`src/rtl/n_decoder_pulse_pkg.sv`:
```
// Shared types and sizing helpers for the pulse decoder family.
package decoder_pkg;

  typedef enum logic {
    IDLE  = 1'b0,
    DRIVE = 1'b1
  } state_t;

  // Width of a down-counter that must hold values 0..hold.
  function automatic int cnt_width(input int hold);
    return $clog2(hold + 1);
  endfunction

endpackage

```
`src/rtl/n_decoder_pulse_onehot_dec.sv`:
```
// Combinational N-to-2**N binary-to-one-hot decoder.
module onehot_dec #(
  parameter int N = 3
) (
  input  logic [N-1:0]      code,
  output logic [2**N-1:0]   y
);

  genvar gi;
  generate
    for (gi = 0; gi < 2**N; gi++) begin : g_line
      assign y[gi] = (code == N'(gi));
    end
  endgenerate

endmodule

```
`src/rtl/n_decoder_pulse.sv`:
```
// Accepts a binary code over valid/ready and drives its one-hot line for
// HOLD cycles, with back-to-back reload, flush abort and a done pulse.
module n_decoder_pulse
  import decoder_pkg::*;
#(
  parameter int N    = 3,
  parameter int HOLD = 4
) (
  input  logic              clk,
  input  logic              rst_n,
  input  logic              code_valid,
  output logic              code_ready,
  input  logic [N-1:0]      code,
  input  logic              flush,
  output logic [2**N-1:0]   y,
  output logic              busy,
  output logic              done
);

  localparam int            CW   = cnt_width(HOLD);
  localparam logic [CW-1:0] LOAD = CW'(HOLD - 1);

  state_t            state_reg;
  logic [CW-1:0]     cnt_reg;
  logic [N-1:0]      code_q;
  logic              xfer;
  logic              last_cycle;
  logic [N-1:0]      dec_code;
  logic [2**N-1:0]   dec_y;

  assign last_cycle = (state_reg == DRIVE) && (cnt_reg == '0);
  assign code_ready = (state_reg == IDLE) || (cnt_reg == '0);
  assign xfer       = code_valid && code_ready && !flush;
  assign busy       = (state_reg == DRIVE);

  // A fresh code goes straight into the y register; otherwise the held code is re-decoded.
  assign dec_code = xfer ? code : code_q;

  onehot_dec #(.N(N)) u_dec (
    .code (dec_code),
    .y    (dec_y)
  );

  always_ff @(posedge clk or negedge rst_n) begin
    if (!rst_n) begin
      state_reg <= IDLE;
      cnt_reg   <= '0;
      code_q    <= '0;
      y         <= '0;
      done      <= 1'b0;
    end else if (flush) begin
      state_reg <= IDLE;
      cnt_reg   <= '0;
      y         <= '0;
      done      <= 1'b0;
    end else begin
      done <= last_cycle;
      if (xfer) begin
        code_q    <= code;
        y         <= dec_y;
        cnt_reg   <= LOAD;
        state_reg <= DRIVE;
      end else if (state_reg == DRIVE) begin
        if (cnt_reg == '0) begin
          y         <= '0;
          state_reg <= IDLE;
        end else begin
          y       <= dec_y;
          cnt_reg <= cnt_reg - CW'(1);
        end
      end
    end
  end

endmodule

```
`config.mk`:
```
export PLATFORM = sky130hd
export DESIGN_NAME = n_decoder_pulse
export DESIGN_NICKNAME = d
export VERILOG_FILES = /design/src/rtl/n_decoder_pulse_pkg.sv /design/src/rtl/n_decoder_pulse_onehot_dec.sv /design/src/rtl/n_decoder_pulse.sv
export SDC_FILE = /design/constraint.sdc
export NUM_CORES = 1
export LEC_CHECK = 0
export CAP_MARGIN = 10
export CORE_MARGIN = 5
export CORE_UTILIZATION = 52
export DETAILED_ROUTE_END_ITERATION = 10
export PLACE_DENSITY = 0.81
export RECOVER_POWER = 100
export SYNTH_ARGS = -nofsm -noshare
export SYNTH_HDL_FRONTEND = slang
export SYNTH_HIERARCHICAL = 1
export SYNTH_SLANG_ARGS = --single-unit
```
`constraint.sdc`:
```
create_clock -name clk -period 4.9 [get_ports clk]
set_input_delay 0.49 -clock clk [delete_from_list [all_inputs] [get_ports clk]]
set_output_delay 0.49 -clock clk [all_outputs]
set_load 0.05 [all_outputs]
```
==> impl_metrics.yaml, run 1 <==
timing:
  tns_ns: 0
  setup_slack_ns: 2.17
  tightest_slew_ns: 0.710
  rsz0062_at_grt: "false"
  finalMaxSlewViolations: 0
  maxSlewHeadroom: 0.525
  whs_ns: 0.519
  max_freq_mhz: 366
  period_minus_slack_ns: 2.73
  finalSetupViolations: 0
  finalHoldViolCount: 0
  finClkSkew_ns: 0.00713
  fin_crit_sh: 0.558
power_and_ir_drop:
  p_seq_frac: 0.443
  p_comb_frac: 0.296
  power_frac_clock: 0.261
  p_leak_nw: 0.450
  switching_share: 0.339
  switching_power_mw: 0.118
  internal_power_mw: 0.229
  vdd_ir_drop_max_uv: 209
  power.density_nw_per_um2: 333
grt:
  antenna_found_initial: 0
  grt_pass1_wl_mm: 3.23
  overflow: 0
  first_global_vias: 669
  grt_max_degree: 20
  grtUsageTotal: 0.165
clocking:
  holdBufCountCts: 0
  root_buffer: "clkbuf_4"
  clkSinkCount: 16
  cts_tree: "done"
  cts_buffers: 3
  cts_resized: 0
  clk_pin_slew_ns: 0.10
  htreeDepth: 1
  cts.path.max_buffers: 2
  clock_latency_ns: 0.29
  post-cts-setup-buffer-count: 0
layout:
  antenna_cells: 0
  syn_to_final_growth_pct: 22.6
  final_cells: 111
  drive_gt1_frac: 0.158
  largest_reg_flops: 8
  final_nets: 105
setup_path:
  reg2reg_slack_ns: 2.41
  crit_arrival_ns: 2.96
  r2r_end: "y[0]$_DFFE_PN0P_"
  end_kind: "register"
  critPathCapture: "y[0]$_DFFE_PN0P_"
  r2r_start: "cnt_reg[0]$_DFFE_PN0P_"
  critPathKind: "input port to register"
  crit_required_ns: 5.12
  crit_start: "flush"
  rr_worst_depth: 8
  crit_path_max_fanout: 14
  crit_path_start_kind: "input port"
run_status:
  status: "finished, final reports clean"
yosys:
  syn-mean-instance-area_sq_um: 10.7
  netlist_area_sq_um: 848
  syn_inst: 79
  yosys_warnings: 6
  async_flop_share: 1.00
  yosysTopAreaCell: "dfrtp_1"
  synth_edf_count: 0
  synthFlopType: "dfrtp_1"
  synthTopCellsByArea: "dfrtp_1, mux2_2, a22oi_1, a21oi_1, nand3_1"
  yosysSeqAreaShare: 0.472
  synth_seq_cells: 16
  synth_nets: 88
  yosysUniqueCellTypes: 24
  netlist.area_leader.share: 0.472
routing:
  vias_per_cell: 6.07
  detail-route-antenna-nets: 0
  drc: 0
  num_vias: 674
  drt-pass1-iter-count: 4
  initialDrtViolationCount: 13
  post_drt_wl_per_cell_um: 15.7
  totalWireLength_mm: 1.74
placed_design:
  io_buffers: 17
  hpwl_mm: 1.19
  place_ws_ns: 2.15
  dp.cells: 107
  globalplace.congestion: 0.756
floorplan:
  initial_utilization: 0.557
  fp.dieH_um: 50.4
  die_w_um: 50.4
  std_cell_rows: 14
  dieArea_sq_um: 2540
  io_pins: 18
  core_area_sq_um: 1520
hold_path:
  hold_path_class: "register to register"
flow_run:
  maxCapViolCount: 0
-- per-stage QoR --
step                      utilization  cell area (sq um)  total power [mW]
after global routing            0.682               1040             0.367
final                           0.682               1040             0.347
after detailed placement        0.666               1010             0.264
after global placement          0.666               1010             0.263
after CTS                       0.690               1050             0.355
after floorplan                     -                848             0.233
-- per-layer routing --
metal | vias to the layer above | routed length (um) | GRT usage
met5 | - | 0 | 0
met4 | 0 | 14 | 0.0638
met3 | 2 | 116 | 0.0503
met2 | 21 | 796 | 0.243
met1 | 327 | 813 | 0.226
li1 | 324 | - | -
-- worst min path at each step --
stage | start | to | slack [ns] | depth (start not counted)
after floorplan | rst_n | busy$_DFF_PN0_ | 0.19 | 0
after CTS | code_q[0]$_DFFE_PN0N_ | code_q[0]$_DFFE_PN0N_ | 0.53 | 1
after global routing | code_q[1]$_DFFE_PN0N_ | code_q[1]$_DFFE_PN0N_ | 0.55 | 1
after detailed placement | code_q[0]$_DFFE_PN0N_ | code_q[0]$_DFFE_PN0N_ | 0.50 | 1
after global placement | code_q[1]$_DFFE_PN0N_ | code_q[1]$_DFFE_PN0N_ | 0.50 | 1
final | code_q[0]$_DFFE_PN0N_ | code_q[0]$_DFFE_PN0N_ | 0.52 | 1
-- Yosys cell counts, drive strengths merged (2+ instances only) --
master and n:
dfrtp 16, a21oi 11, a22oi 8, nand3 8, mux2 6, buf 4
nor2 4, nor3b 4, and3b 3, ha 2, inv 2, nand2b 2
-- final cells by class --
type | instances | area (sq um)
clock buffers | 4 | 36.3
fillers | 121 | 484
inverters | 2 | 7.51
multi-input cells | 56 | 405
flip-flops and latches | 16 | 400
well taps | 16 | 20.0
repair buffers | 17 | 170
-- kinds of logic after synthesis --
family	Yosys count	share of synthesized area
compound gates	23	0.189
fa+ha+maj	2	0.0295
buf+inv	7	0.0369
flops	16	0.472
mux	7	0.0914
simple gates	24	0.181
-- layout by cell type (no fill, tap or decap), drive strengths merged --
cell type,count
nor3,1
a32oi,1
clkdlybuf4s50,3
a21oi,11
nand3,8
mux2i,1
ha,2
nor3b,4
nand2,1
clkbuf,4
a22oi,8
and3,1
inv,2
nand2b,2
a31o,1
dfrtp,16
nor2,4
and3b,3
a211oi,1
a311oi,1
dlygate4sd3,14
mux2,6
-- worst max-delay path, cell delays in order --
cell	delay, ns
dlygate4sd3_1	0.73
nand2b_1	0.22
a21oi_1	0.44
mux2_1	0.47
nor3_1	0.30
a22oi_1	0.13
a21oi_1	0.17
-- power by group through the flow --
stage	sequential (mW)	combinational, mW	clock (mW)
floorplan	0.173	0.0608	0
finish	0.154	0.103	0.0904
global placement	0.156	0.106	0
detailed placement	0.157	0.107	0
global route	0.156	0.113	0.0992
CTS	0.154	0.108	0.0924
Power figures use the tool's default switching activity.
==> run 2, diff against run 1 <==
--- a/config.mk
+++ b/config.mk
@@ -7,9 +7,9 @@
 export LEC_CHECK = 0
 export CAP_MARGIN = 10
 export CORE_MARGIN = 5
-export CORE_UTILIZATION = 52
+export CORE_UTILIZATION = 44
 export DETAILED_ROUTE_END_ITERATION = 10
-export PLACE_DENSITY = 0.81
+export PLACE_DENSITY = 0.73
 export RECOVER_POWER = 100
 export SYNTH_ARGS = -nofsm -noshare
 export SYNTH_HDL_FRONTEND = slang
==> constraint.sdc (replaced) <==
create_clock -name clk -period 2.4 [get_ports clk]
set_input_delay 0.24 -clock clk [delete_from_list [all_inputs] [get_ports clk]]
set_output_delay 0.24 -clock clk [all_outputs]
set_load 0.05 [all_outputs]
==> impl_metrics.yaml, run 2 (synthesized netlist as in run 1, its figures left out) <==
timing:
  whs_ns: 0.444
  finClkSkew_ns: 0.00490
  tightest_slew_ns: 0.740
  fin_crit_sh: 0.969
  finalMaxSlewViolations: 0
  rsz0062_at_grt: "false"
  maxSlewHeadroom: 0.505
  period_minus_slack_ns: 2.33
  max_freq_mhz: 430
  finalSetupViolations: 0
  setup_slack_ns: 0.0749
  finalHoldViolCount: 0
  tns_ns: 0
clocking:
  cts.path.max_buffers: 2
  root_buffer: "clkbuf_4"
  clkSinkCount: 16
  clock_latency_ns: 0.29
  clk_pin_slew_ns: 0.09
  post-cts-setup-buffer-count: 0
  cts_buffers: 3
  cts_tree: "done"
  htreeDepth: 1
placed_design:
  dp.cells: 119
  hpwl_mm: 1.28
  globalplace.congestion: 0.749
  placed_area_sq_um: 1050
  place_ws_ns: 0.218
  io_buffers: 17
grt:
  overflow: 0
  antenna_found_initial: 0
  grtUsageTotal: 0.149
  grt_pass1_wl_mm: 3.03
  first_global_vias: 693
  grt_max_degree: 17
setup_path:
  cp_top_family: "buffers and inverters"
  end_kind: "primary output"
  max_stage_delay_ns: 0.81
  cp.buffers_inverters: 2
  crit_path_start_kind: "register"
  crit_slowest_cell: "clkdlybuf4s50_1"
  crit_path_max_fanout: 15
  critPathKind: "register to primary output"
  crit_arrival_ns: 2.09
  crit_required_ns: 2.16
  path_cells: "inv_1 -> ha_1 -> nand2b_4 -> nand2_1 -> clkdlybuf4s50_1"
  rr_worst_depth: 8
  crit_cells: 5
power_and_ir_drop:
  internal_power_mw: 0.476
  power_frac_clock: 0.250
  vdd_ir_drop_max_uv: 380
  p_seq_frac: 0.434
  switching_share: 0.335
  switching_power_mw: 0.240
  p_leak_nw: 0.469
  total_power_mw: 0.717
  p_comb_frac: 0.316
  power.density_nw_per_um2: 658
layout:
  drive_gt1_frac: 0.224
  final_nets: 108
  final_common_cell: "dfrtp_1"
  final_cells: 123
  antenna_cells: 0
  final_cell_mix: "dfrtp_1, dlygate4sd3_1, a21oi_1"
  final_util: 0.611
  largest_reg_flops: 8
  syn_to_final_growth_pct: 28.5
  fin_area_sq_um: 1090
hold_path:
  hold_path_class: "input port to asynchronous set/reset pin"
routing:
  vias_per_cell: 5.52
  initialDrtViolationCount: 12
  totalWireLength_mm: 1.85
  post_drt_wl_per_cell_um: 15.1
  drt-pass1-iter-count: 4
  num_vias: 679
  detail-route-antenna-nets: 0
  drc: 0
floorplan:
  dieArea_sq_um: 2910
  std_cell_rows: 15
  fp.dieH_um: 53.9
  core_area_sq_um: 1780
  die_w_um: 53.9
  io_pins: 18
  initial_utilization: 0.476
run_status:
  status: "finished, final reports clean"
flow_run:
  maxCapViolCount: 0
## run 2: layout make-up
class                      count  area, sq um
multi-input combinational     56          422
tap                           25         31.3
sequential                    16          400
inverter                       2         7.51
timing repair buffer          20          193
clock buffer                   4         36.3
fill                         152          693
## run 2: timing repair
item,in CTS,in global routing
setup endpoints to repair,0,1
gates resized for setup,0,1
hold buffers,0,0
## run 2: power groups by stage
stage / sequential (mW) / clock (mW) / combinational (mW)
final: 0.311 / 0.179 / 0.227
after global routing: 0.314 / 0.199 / 0.245
after CTS: 0.311 / 0.184 / 0.229
after detailed placement: 0.316 / 0 / 0.228
after global placement: 0.317 / 0 / 0.224
after floorplan: 0.352 / 0 / 0.124
## run 2: metal layers
metal	part of all wire	vias up	global-route usage
met3	0.056	5	0.0332
met5	0	-	0
li1	-	331	-
met1	0.50	321	0.183
met4	0.026	0	0.0894
met2	0.42	22	0.236
## run 2: worst reg2reg max path, stage by stage (launching register included)
cell and delay, ns:
dfrtp_1 0.40, inv_1 0.10, ha_1 0.22, nand2b_4 0.15
a21oi_4 0.27, mux2_2 0.43, and3_2 0.24, a22oi_1 0.21
a21oi_1 0.09
## run 2: path summary, 6_finish.rpt
| check | endpoint | from | slack [ns] |
|---|---|---|---|
| worst min register to register | code_q[2]$_DFFE_PN0N_ | code_q[2]$_DFFE_PN0N_ | 0.51 |
| worst max-delay path | code_ready | cnt_reg[0]$_DFFE_PN0P_ | 0.07 |
| worst min-delay path | code_q[0]$_DFFE_PN0N_ | rst_n | 0.44 |
| max in group asynchronous | y[2]$_DFFE_PN0P_ | rst_n | 1.49 |
| worst max register to register | y[7]$_DFFE_PN0P_ | cnt_reg[0]$_DFFE_PN0P_ | 0.17 |
| min in group clk | code_q[2]$_DFFE_PN0N_ | code_q[2]$_DFFE_PN0N_ | 0.51 |
